--- src/rtl/hazard_fwd_unit.sv ---
// Hazard and forwarding unit for a 5-stage pipeline: operand forwarding selects,
// load-use stall/bubble, taken-branch flush and saturating event counters.
module hazard_fwd_unit #(
  parameter int CNT_W = 16
) (
  input  logic             clk,
  input  logic             rst,
  input  logic [4:0]       id_rs1,
  input  logic [4:0]       id_rs2,
  input  logic [4:0]       id_rd,
  input  logic             id_regwrite,
  input  logic             id_memread,
  input  logic             id_valid,
  input  logic             ex_branch_taken,
  output logic [1:0]       fwd_a,
  output logic [1:0]       fwd_b,
  output logic             stall,
  output logic             bubble,
  output logic             flush,
  output logic [CNT_W-1:0] stall_cnt,
  output logic [CNT_W-1:0] flush_cnt
);

  typedef struct packed {
    logic       valid;
    logic [4:0] rd;
    logic       regwrite;
    logic       memread;
    logic [4:0] rs1;
    logic [4:0] rs2;
  } shadow_t;

  typedef enum logic [1:0] {RUN, STALLED, FLUSHED} state_t;

  localparam int EX  = 0;
  localparam int MEM = 1;
  localparam int WB  = 2;

  shadow_t pipe_q [3];
  shadow_t ex_d;
  state_t  state, state_next;
  logic    load_use;

  function automatic logic writes_reg(shadow_t s, logic [4:0] src);
    return s.valid && s.regwrite && (s.rd != 5'd0) && (s.rd == src);
  endfunction

  always_ff @(posedge clk or posedge rst) begin
    if (rst) begin
      for (int i = 0; i < 3; i++) pipe_q[i] <= '0;
      state <= RUN;
    end else begin
      pipe_q[WB]  <= pipe_q[MEM];
      pipe_q[MEM] <= pipe_q[EX];
      pipe_q[EX]  <= ex_d;
      state       <= state_next;
    end
  end

  // All outputs are forced idle during reset so nothing leaks from the inputs.
  always_comb begin
    fwd_a      = 2'b00;
    fwd_b      = 2'b00;
    stall      = 1'b0;
    bubble     = 1'b0;
    flush      = 1'b0;
    load_use   = 1'b0;
    state_next = RUN;
    if (!rst) begin
      if (writes_reg(pipe_q[MEM], pipe_q[EX].rs1))     fwd_a = 2'b10;
      else if (writes_reg(pipe_q[WB], pipe_q[EX].rs1)) fwd_a = 2'b01;
      if (writes_reg(pipe_q[MEM], pipe_q[EX].rs2))     fwd_b = 2'b10;
      else if (writes_reg(pipe_q[WB], pipe_q[EX].rs2)) fwd_b = 2'b01;

      // Once stalled the load sits in MEM, so forwarding covers it without another stall.
      load_use = (state != STALLED) && pipe_q[EX].valid && pipe_q[EX].memread &&
                 (pipe_q[EX].rd != 5'd0) && id_valid &&
                 ((pipe_q[EX].rd == id_rs1) || (pipe_q[EX].rd == id_rs2));
      flush  = ex_branch_taken && (state != FLUSHED);
      stall  = load_use && !flush;
      bubble = stall;

      if (flush)      state_next = FLUSHED;
      else if (stall) state_next = STALLED;
    end
  end

  always_comb begin
    ex_d.valid    = id_valid && !stall && !flush;
    ex_d.rd       = id_rd;
    ex_d.regwrite = id_regwrite;
    ex_d.memread  = id_memread;
    ex_d.rs1      = id_rs1;
    ex_d.rs2      = id_rs2;
  end

  always_ff @(posedge clk or posedge rst) begin
    if (rst) begin
      stall_cnt <= '0;
      flush_cnt <= '0;
    end else begin
      if (stall && (stall_cnt != '1)) stall_cnt <= stall_cnt + 1'b1;
      if (flush && (flush_cnt != '1)) flush_cnt <= flush_cnt + 1'b1;
    end
  end

endmodule
--- config.mk ---
export PLATFORM = sky130hd
export DESIGN_NAME = hazard_fwd_unit
export DESIGN_NICKNAME = d
export VERILOG_FILES = /design/src/rtl/hazard_fwd_unit.sv
export SDC_FILE = /design/constraint.sdc
export NUM_CORES = 1
export LEC_CHECK = 0
export ABC_CLOCK_PERIOD_IN_PS = 4170
export BUFFER_PORTS_ARGS = -buffer_cell sky130_fd_sc_hd__buf_2
export CAP_MARGIN = 25
export CORE_MARGIN = 5
export CORE_UTILIZATION = 54
export DETAILED_ROUTE_END_ITERATION = 10
export PLACE_DENSITY = 0.79
export SLEW_MARGIN = 20
export SYNTH_ARGS = -nofsm -noshare
export SYNTH_HDL_FRONTEND = slang
export SYNTH_SLANG_ARGS = --single-unit
--- constraint.sdc ---
create_clock -name clk -period 4.17 [get_ports clk]
set_clock_uncertainty 0.05 [all_clocks]
set_input_delay 0.6255 -clock clk [delete_from_list [all_inputs] [get_ports clk]]
set_output_delay 0.6255 -clock clk [all_outputs]
set_load 0.02 [all_outputs]
After elaboration in Yosys (flattened, before gate mapping). Cells that the tools add are included.

Add/sub/neg operators: 2. Reduce and logical (&&, ||, !) cells: 26. Mux-type cells: 11. Eq/ne operators: 10.

Operators by type and width (count): 16-bit by 1-bit adder with 16-bit output, second input constant (2); 16-bit != test, second input constant (2); 5-bit == test (6); 1-bit logical AND (19); 5-bit nonzero test (3); 2-bit 2-to-1 mux (6); 1-bit 2-to-1 mux (5); 1-bit logical NOT (3); 2-bit by 1-bit != test with 1-bit output, second input constant (1); 2-bit != test, second input constant (1); 1-bit logical OR (1).

Input port bits: 21. Register bits: 66.

Longest topological paths before layout. Gate-level depths: netlist of run 1.

Depth after elaboration: 11. Depth in mapped cells: 6. Depth with buffers taken out: 6.

Worst setup path after synthesis of run 1. No wires, ideal clock.

Path kind: input-to-output. Start: input rst. End: output fwd_a[0]. Arrival: 3.485 ns. Stages on the path: 4. Path slack: 0.009 ns. Cell sequence: inv_1 -> o2111ai_1 -> or4_1 -> nor4_1.

Word-level cells in the longest chain between the ends: 1.

Ends and longest elaborated chain: start: declaration (line 7) `input logic rst,`; 2-bit 2-to-1 mux (line 69) `if (!rst) begin`; end: declaration (line 15) `output logic [1:0] fwd_a,`.

No other way between the ends.

Worst setup path after layout of run 1.
Start: register pipe_q[31] in the netlist's numbering. End: output fwd_b[0].

Word-level cells in the longest chain between the ends: 5. Elaborated cells on any way between the ends: 6.

Ends and longest elaborated chain: start: declaration (line 39) `shadow_t pipe_q [3];`; start signal: indexed assignment (line 53) `pipe_q[WB] <= pipe_q[MEM];`; start signal: indexed assignment (line 54) `pipe_q[MEM] <= pipe_q[EX];`; 5-bit nonzero test (line 45) `return s.valid && s.regwrite && (s.rd != 5'd0) && (s.rd == src);`; 1-bit logical AND (line 45); 1-bit logical AND * (line 45); 2-bit 2-to-1 mux * (line 72) `if (writes_reg(pipe_q[MEM], pipe_q[EX].rs2)) fwd_b = 2'b10;`; 2-bit 2-to-1 mux * (line 69); end: declaration (line 16) `output logic [1:0] fwd_b,`.

Mark *: on every way between the ends. The rest lies on a longest branch, timed or not.

==> metrics.txt, run 1 <==
Critical Path Fanout Max 4; Design Area, Final between 3000 and 4000 um^2; ys async rst share 100%; max-cap violations 0; Yosys Warn Count 0; Slew HR a little under half; Tcrit/Tclk final 67.6%; Synth Area per Inst 12.3 um^2; io pins 60; CP Cell Sequence or4_1 > o211ai_2 > nor4_1 > nor4_1 > buf_2; power per cell area about 420 nW/um^2; Synth top area share between 50 and 60%; Final Hold Viols 0; Worst-Skew Late Latency 0.34 ns; First DRT Iteration DRCs 88; Total Wirelength 5760 um; CTS Buf Count 9; first-pass GRT wire length 9780 um; Root Buffer clkbuf_8; gr ovfl total 0; vias about 2,000; core box area 5200 um^2; antenna-violating nets left 0; Power, Total 0.00148 W; Wirelength per Cell 15.1 um; top post-synthesis cells by area dfrtp_1 56%, xnor2_1 12%, xor2_1 6.0%; outcome completed; fmax 0.355 GHz; vias in the first global route 2,084; H-tree Lvls 3; endpoint class of the critical path output port; cell leakage power approximately 1.6 nW; row cnt 26; GPL Wtd Cong ~0.86; Setup Total Neg Slack 0 ns; CP Data Arrival Time 2.15 ns; residual DRC count 0; Setup Buffers After CTS 0; number of vias per cell 5.24; Syn Nets roughly 260; drt pass-1 iters 4; Gate Count Post-Synth 239; CP startpoint kind flop; synthesized cell area roughly 3000 um^2; Resized cells post-CTS 0; Crit path top cell by count nor4_1; leading area contributor after synthesis dfrtp_1; max-slew violations 0; setup violators final 0; count leader, synth dfrtp_1; WP data required 3.49 ns; clock slew at reported path FFs 0.07 ns; nets@finish 330; top cells by count, synth 66 x dfrtp_1, 40 x xnor2_1, 20 x xor2_1, 18 x nand3_1, 15 x nand2_1; die height about 84 um; DP HPWL 4170 um; Seq/Total Area, Yosys 56.3%; Crit Path Class reg -> out; RSZ-0062 raised after global routing no; number of synthesized register bits 66; fillers 391; largest net degree at the start of global routing 69; Post-CTS Hold Fix Bufs 0; critical path's top delay family simple AND/OR/NAND/NOR gates; Worst Hold Class reg -> reg; synth unique cells 43; Initial Utilization a little under three fifths; buffer and inverter count on the worst path 1; gr usage total 17.5%; Area Overhead vs Synth 19.6%; max incr delay on CP 0.58 ns; Die ar. 7000 um^2; layout cells sized above 1 30.2%; CTS max path bufs 2; worst vdd ir 265 uV; Min Hold Slack 0.310 ns; Worst Tran Pin Value 0.802 ns; n_diodes 0; clk sinks 66; Placed Area 3300 um^2; Die W roughly 84 um; initial antenna violation count 0; I/O Buffers 59; Post-synth EDFFs 0; Period minus WS final 2.82 ns; CTS tree yes; Slowest cell on crit path or4_1; Synth Flop Type dfrtp_1
kinds of logic after synthesis:
| group | share of synthesized area (%) |
|---|---|
| adders and majority gates | 0.853 |
| and+or+nand+nor | 19.6 |
| buffers and inverters | 1.15 |
| DFF | 56.3 |
| xor gates and xnor gates | 17.9 |
| AOI/OAI and AO/OA | 3.20 |
| muxes | 0.896 |
worst reg2reg max path, cell delays in order (launching register included):
cell and delay [ns]:
dfrtp_1 0.43, ha_1 0.24, nand3_1 0.14, and4b_4 0.24
nor3_4 0.39, nand2_2 0.14, mux2_4 0.32
per-layer routing:
metal,part of all wire [%],GRT usage (%)
met2,49,27.0
met5,0,0
met3,6.2,5.82
met1,43,22.3
met4,1.6,8.33
cell type report:
class                           instances  area (um^2)  area share, %
Sequential cell                        66         1650           47.1
Multi-Input combinational cell        166         1250           35.5
Timing Repair Buffer                   60          303           8.63
Clock buffer                           13          169           4.82
Tap cell                               70         87.6           2.50
Clock inverter                          2         35.0          0.999
Inverter                                4         15.0          0.428
registers in the layout, indices dropped and copies added (netlist names):
name	flops
pipe_q	32
flush_cnt	16
stall_cnt	16
state	2
worst paths after layout:
kind	startpoint	end	slack, ns	depth (start not counted)
max in group asynchronous	rst	flush_cnt[9]$_DFFE_PP0P_	3.03	3
max reg2reg	stall_cnt[0]$_DFFE_PP0P_	stall_cnt[1]$_DFFE_PP0P_	2.11	6
min in group asynchronous	rst	flush_cnt[14]$_DFFE_PP0P_	0.53	3
min	pipe_q[47]$_DFF_PP0_	pipe_q[29]$_DFF_PP0_	0.31	0
max	pipe_q[31]$_DFF_PP0_	fwd_b[0]	1.35	5
min reg2reg	pipe_q[47]$_DFF_PP0_	pipe_q[29]$_DFF_PP0_	0.31	0
power breakdown:
part	leakage [nW]	switching (W)	total [W]	internal (W)
logic	0.683	0.000116	0.000192	0.0000765
clock network	0.106	0.000224	0.000545	0.000321
registers	0.831	0.0000563	0.000743	0.000686
layout by cell type, fill, tap and decap left out, drive strengths merged, types with 2 or more instances in the layout:
master,synthesis,layout
nor2,12,12
xor2,20,20
inv,4,4
or2,2,2
and4b,2,2
and4,5,5
nand3,18,18
mux2,2,2
and2,5,5
nand2,16,16
ha,2,2
nand4,8,8
dfrtp,66,66
nand2b,2,2
xnor2,40,40
o211ai,2,2
or4,5,5
buf,2,60
nor4,7,7
clkbuf,1,13
a21boi,2,2
nor3,3,3
and3,4,4
metrics by stage:
| stage | worst slack [ns] | std cells | utilization [%] |
|---|---|---|---|
| after CTS | 1.31 | 381 | 67.4 |
| after floorplan | 0.00908 | 239 | - |
| final | 1.35 | 381 | 67.4 |
| after global placement | 1.62 | 366 | 63.5 |
| after global routing | 1.17 | 381 | 67.4 |
| after detailed placement | 1.57 | 366 | 63.5 |
Note: power is estimated with default switching activity, not from simulation.
==> run 2: changes to the inputs <==
--- a/config.mk
+++ b/config.mk
@@ -5,13 +5,14 @@
 export SDC_FILE = /design/constraint.sdc
 export NUM_CORES = 1
 export LEC_CHECK = 0
-export ABC_CLOCK_PERIOD_IN_PS = 4170
+export ABC_AREA = 1
+export ABC_CLOCK_PERIOD_IN_PS = 2800
 export BUFFER_PORTS_ARGS = -buffer_cell sky130_fd_sc_hd__buf_2
 export CAP_MARGIN = 25
 export CORE_MARGIN = 5
-export CORE_UTILIZATION = 54
+export CORE_UTILIZATION = 56
 export DETAILED_ROUTE_END_ITERATION = 10
-export PLACE_DENSITY = 0.79
+export PLACE_DENSITY = 0.8
 export SLEW_MARGIN = 20
 export SYNTH_ARGS = -nofsm -noshare
 export SYNTH_HDL_FRONTEND = slang
==> constraint.sdc (replaced) <==
create_clock -name clk -period 2.8 [get_ports clk]
set_clock_uncertainty 0.05 [all_clocks]
set_input_delay 0.42 -clock clk [delete_from_list [all_inputs] [get_ports clk]]
set_output_delay 0.42 -clock clk [all_outputs]
set_load 0.02 [all_outputs]
==> metrics.txt, run 2 <==
fillers 482 (+23%); WP data required 2.33 ns (-1.16 ns); io pins 60 (unchanged); Setup Buffers After CTS 0 (unchanged); synthesized cell area 3490 um^2 (+19%); First DRT Iteration DRCs 141 (+60%); CTS max path bufs 2 (unchanged); fmax around 0.44 GHz; CP Cell Sequence inv_2 > nand3_1 > nor3_2 > nor2_8 > and2_1 > buf_2; Wirelength per Cell 13.5 um (-10%); Tcrit/Tclk final 81.4%; Slowest cell on crit path dfrtp_1; Power, Total 0.00223 W (+50%); endpoint class of the critical path output port; clock slew at reported path FFs 0.07 ns (about the same); Yosys Warn Count 0 (unchanged); Seq/Total Area, Yosys 47.3% (-9.0 points); outcome completed; Hold EP pipe_q[48]$_DFF_PP0_; Initial Utilization 58.3% (+2.0 points); Total Wirelength 7530 um (+31%); commonest non-fill, non-tap cells in the layout 111 x nand2_1, 66 x dfrtp_1, 59 x buf_2, 40 x nor2_1, 36 x inv_1; buffer and inverter count on the worst path 2 (+1); beginning of the worst hold path id_rd[0]; CTS Buf Count 9 (unchanged); Resized cells post-CTS 0 (unchanged); Root Buffer clkbuf_8; vias 2,924 (+46%); clk sinks 66 (unchanged); # placed instances 541 (+48%); Die ar. 7910 um^2 (+13%); Slew HR 45.9% (-0.61 points); critical path's top delay family simple AND/OR/NAND/NOR gates; most common cell after layout, fill and taps aside nand2_1; Post-synth EDFFs 0 (unchanged); FF-to-FF End stall_cnt[3]$_DFFE_PP0P_; worst hold stages 1 (+1); gr usage total 21.0% (+3.5 points); CP Data Arrival Time 1.81 ns (-0.34 ns); Worst Hold Class in -> reg; Die W 89.0 um (+6.3%); leading area contributor after synthesis dfrtp_1; layout cells sized above 1 24.3% (-5.9 points); antenna-violating nets left 0 (unchanged); Period minus WS final 2.28 ns; number of vias per cell 5.26 (+0.33%); worst vdd ir 461 uV (+74%); Crit Path Class reg -> out; GPL Wtd Cong 0.864 (+0.58%); CTS tree yes; max-cap violations 0 (unchanged); max reg flops 32 (unchanged); CP startpoint kind flop; R2R setup slack 0.85 ns (-1.26 ns); Biggest register pipe_q; first-pass GRT wire length 13,000 um (+33%); power per cell area 554 nW/um^2 (+31%); Synth Flop Type dfrtp_1; Non-Filler Instances 556 (+46%); setup violators final 0 (unchanged); residual DRC count 0 (unchanged); gr ovfl total 0 (unchanged); register area 1650 um^2 (unchanged); Final Hold Viols 0 (unchanged); Synth top area share 47.3% (-9.0 points); max incr delay on CP 0.44 ns (-0.14 ns); max-slew violations 0 (unchanged); largest net degree at the start of global routing 67 (-2.9%); number of synthesized register bits 66 (unchanged); Gate Count Post-Synth 413 (+73%); ys async rst share 100% (unchanged); initial antenna violation count 0 (unchanged); drt pass-1 iters 4 (unchanged); die height 89.0 um (+6.3%); cell leakage power 2.04 nW (+26%); count leader, synth nand2_1; vias in the first global route 2,881 (+38%); top post-synthesis cells by area dfrtp_1 47%, nand2_1 12%, xnor2_1 5.0%; RSZ-0062 raised after global routing no; Worst-Skew Late Latency 0.34 ns (about the same); row cnt 28 (+7.7%); synth unique cells 33 (-23%); Synth Area per Inst 8.46 um^2 (-31%); nets@finish 500 (+52%); Multi-input gate area 1620 um^2 (+30%); worst reg2reg startpoint stall_cnt[0]$_DFFE_PP0P_; DP HPWL 5550 um (+33%); core box area 5990 um^2 (+15%); n_diodes 0 (unchanged); top cells by count, synth 111 x nand2_1, 66 x dfrtp_1, 40 x nor2_1, 36 x inv_1, 23 x nand4_1; Post-CTS Hold Fix Bufs 0 (unchanged); Area Overhead vs Synth 15.2%; H-tree Lvls 3 (unchanged); Critical Path Fanout Max 18 (+14); biggest regs pipe_q (32), flush_cnt (16), stall_cnt (16); I/O Buffers 59 (unchanged); reg2reg path depth 7 (+1); Worst Tran Pin Value 0.811 ns (+0.00914 ns); Setup Total Neg Slack 0 ns (unchanged); Syn Nets 436 (+66%)
[run 2: report_power, final]
group	internal, W	switching [W]	leakage, nW
Combinational	0.000120	0.000213	1.11
Sequential	0.00103	0.0000854	0.836
Clock	0.000427	0.000355	0.0941
[run 2: final cells by class]
type	count	share of cell area, %
tap	75	2.33
clock buffer	10	3.42
timing repair buffer	60	7.52
clock inverter	5	1.37
sequential	66	41.0
inverter	43	4.01
multi-input combinational	297	40.3
[run 2: per-layer routing]
layer	global-route usage [%]	part of all wire, %	up-vias
li1	-	-	1434
met1	26.7	42	1388
met2	35.8	50	85
met3	5.07	6.3	17
met4	6.50	1.7	0
met5	0	0	-
[run 2: cell families after synthesis]
logic type	after synthesis	share of synthesized area, %
AND/OR/NAND/NOR	244	34.1
flip-flops	66	47.3
buffers and inverters	50	6.27
XOR/XNOR	36	9.03
AO/OA/AOI/OAI	15	2.54
adder cells (fa/ha/maj)	2	0.716
[run 2: worst max-delay path by stage]
stage | startpoint | endpoint | slack, ns | cells after the start
after floorplan | rst | stall | 0.11 | 7
after global placement | rst | bubble | 0.79 | 8
after detailed placement | rst | bubble | 0.73 | 8
after CTS | pipe_q[48]$_DFF_PP0_ | bubble | 0.49 | 7
after global routing | pipe_q[48]$_DFF_PP0_ | stall | 0.34 | 8
final | pipe_q[51]$_DFF_PP0_ | stall | 0.52 | 6
[run 2: metrics by stage]
stage / utilization, % / area (um^2) / setup WS, ns / hold WS (ns)
after global placement: 64.0 / 3830 / 0.792 / 0.307
final: 67.2 / 4020 / 0.520 / 0.133
after CTS: 67.2 / 4020 / 0.491 / 0.120
after global routing: 67.2 / 4020 / 0.343 / 0.120
after detailed placement: 64.0 / 3830 / 0.726 / 0.311
after floorplan: - / 3490 / 0.106 / 0.281
==> run 3: changes to the inputs <==
--- a/config.mk
+++ b/config.mk
@@ -6,13 +6,13 @@
 export NUM_CORES = 1
 export LEC_CHECK = 0
 export ABC_AREA = 1
-export ABC_CLOCK_PERIOD_IN_PS = 2800
+export ABC_CLOCK_PERIOD_IN_PS = 1900
 export BUFFER_PORTS_ARGS = -buffer_cell sky130_fd_sc_hd__buf_2
 export CAP_MARGIN = 25
 export CORE_MARGIN = 5
-export CORE_UTILIZATION = 56
+export CORE_UTILIZATION = 51
 export DETAILED_ROUTE_END_ITERATION = 10
-export PLACE_DENSITY = 0.8
+export PLACE_DENSITY = 0.76
 export SLEW_MARGIN = 20
 export SYNTH_ARGS = -nofsm -noshare
 export SYNTH_HDL_FRONTEND = slang
==> constraint.sdc (replaced) <==
create_clock -name clk -period 1.9 [get_ports clk]
set_clock_uncertainty 0.05 [all_clocks]
set_input_delay 0.285 -clock clk [delete_from_list [all_inputs] [get_ports clk]]
set_output_delay 0.285 -clock clk [all_outputs]
set_load 0.02 [all_outputs]
==> metrics.txt, run 3 (synthesis results as in run 2) <==
outcome completed; power per cell area 806 nW/um^2 (+46%); Total Wirelength 8080 um (+7.3%); worst hold stages 1 (unchanged); Worst Tran Pin Value 0.793 ns (-0.0181 ns); CP startpoint kind flop; nets@finish 519 (+3.8%); Root Buffer clkbuf_8; CP Data Arrival Time 1.55 ns (-0.26 ns); antenna-violating nets left 0 (unchanged); CTS tree yes; max-cap violations 0 (unchanged); Wirelength per Cell 13.9 um (+2.7%); H-tree Lvls 3 (unchanged); Power, Total 0.00350 W (+57%); Critical Path Fanout Max 4 (-14); clk sinks 66 (unchanged); First DRT Iteration DRCs 150 (+6.4%); number of vias per cell 5.14 (-2.3%); Area Overhead vs Synth 24.4%; worst vdd ir 376 uV (-18%); DP HPWL 5800 um (+4.5%); die height 92.8 um (+4.3%); most common cell after layout, fill and taps aside nand2_1; cell leakage power 2.16 nW (+6.1%); beginning of the worst hold path id_regwrite; reg2reg path depth 11 (+4); max-slew violations 0 (unchanged); first-pass GRT wire length 13,500 um (+4.4%); Worst-Skew Late Latency 0.34 ns (about the same); Tcrit/Tclk final 99.4%; commonest non-fill, non-tap cells in the layout 109 x nand2_1, 61 x dfrtp_1, 53 x buf_2, 34 x nor2_1, 33 x inv_1; row cnt 30 (+7.1%); RSZ-0062 raised after global routing yes; Slew HR 47.1% (+1.2 points); vias in the first global route 2,930 (+1.7%); CTS max path bufs 2 (unchanged); clock slew at reported path FFs 0.07 ns (about the same); drt pass-1 iters 4 (unchanged); FF-to-FF End stall_cnt[1]$_DFFE_PP0P_; register area 1660 um^2 (+0.38%); fillers 567 (+18%); Worst Hold Class in -> reg; R2R setup slack 0.10 ns (-0.75 ns); largest net degree at the start of global routing 67 (unchanged); Hold EP pipe_q[47]$_DFF_PP0_; # placed instances 556 (+2.8%); max reg flops 32 (unchanged); Period minus WS final 1.89 ns; Final Hold Viols 0 (unchanged); io pins 60 (unchanged); initial antenna violation count 0 (unchanged); core box area 6720 um^2 (+12%); Setup Total Neg Slack 0 ns (unchanged); worst reg2reg startpoint pipe_q[51]$_DFF_PP0_; n_diodes 0 (unchanged); Initial Utilization 52.0% (-6.3 points); GPL Wtd Cong 0.882 (+2.0%); Die W 92.8 um (+4.3%); I/O Buffers 59 (unchanged); Die ar. 8600 um^2 (+8.7%); Min Hold Slack 0.0139 ns (-0.119 ns); WP data required 1.56 ns (-0.77 ns); Multi-input gate area 1720 um^2 (+5.9%); final core utilization 64.7% (-2.5 points); biggest regs pipe_q (32), flush_cnt (16), stall_cnt (16); Crit Path Class reg -> out; residual DRC count 0 (unchanged); gr ovfl total 0 (unchanged); fmax between 0.5 and 0.6 GHz; CTS Buf Count 9 (unchanged); layout cells sized above 1 31.7% (+7.4 points); Biggest register pipe_q; endpoint class of the critical path output port; setup violators final 0 (unchanged); gr usage total 19.7% (-1.4 points); Non-Filler Instances 581 (+4.5%); vias 2,984 (+2.1%)
==> run 3: where the power goes <==
part	internal (W)	switching [W]	leakage [nW]
logic	0.000204	0.000335	1.22
registers	0.00151	0.000124	0.831
clock network	0.000776	0.000549	0.112
==> run 3: final cells by class <==
type / count / area share, %
repair buffers: 78 / 10.9
multi-input cells: 298 / 39.5
inverters: 43 / 3.89
flip-flops and latches: 66 / 38.2
clock buffers: 10 / 3.17
clock inverters: 6 / 2.07
well taps: 80 / 2.30
==> run 3: per-layer routing <==
metal	up-vias	global-route usage (%)	share of wire (%)
met2	45	33.3	52
met5	-	0	0
met1	1451	25.1	43
li1	1479	-	-
met3	9	3.09	3.6
met4	0	8.18	1.3
==> run 3: stage by stage <==
stage	instance area (um^2)	worst slack, ns
after floorplan	3500	0.0334
after global placement	3920	0.178
after detailed placement	3920	0.143
after CTS	4260	0.00230
after global routing	4340	-0.100
final	4340	0.0106
==> run 3: how the worst max path moves through the flow <==
stage | from | endpoint | slack [ns] | cells after the start
6_report | pipe_q[50]$_DFF_PP0_ | bubble | 0.01 | 6
5_1_grt | pipe_q[33]$_DFF_PP0_ | fwd_a[0] | -0.10 | 7
4_1_cts | pipe_q[30]$_DFF_PP0_ | fwd_a[0] | 0.002 | 7
3_5_place_dp | stall_cnt[0]$_DFFE_PP0P_ | stall_cnt[9]$_DFFE_PP0P_ | 0.14 | 7
3_3_place_gp | stall_cnt[0]$_DFFE_PP0P_ | stall_cnt[9]$_DFFE_PP0P_ | 0.18 | 7
2_1_floorplan | rst | stall | 0.03 | 7
==> run 3: worst max-delay path: stages, from the launching register on <==
cell	delay, ns
dfrtp_1	0.43
inv_2	0.09
nand3_1	0.12
nor3_4	0.23
nor2_8	0.04
and2_4	0.18
buf_6	0.13
==> run 3: timing repair <==
| item | in CTS | in global routing |
|---|---|---|
| resized for setup | 17 | 20 |
| endpoints found under the hold margin | 3 | 0 |
| pin swaps | 8 | 8 |
| buffers inserted | 4 | 1 |
| endpoints found under the setup margin | 6 | 14 |
| hold buffers | 3 | 0 |
| cloned | 0 | 1 |
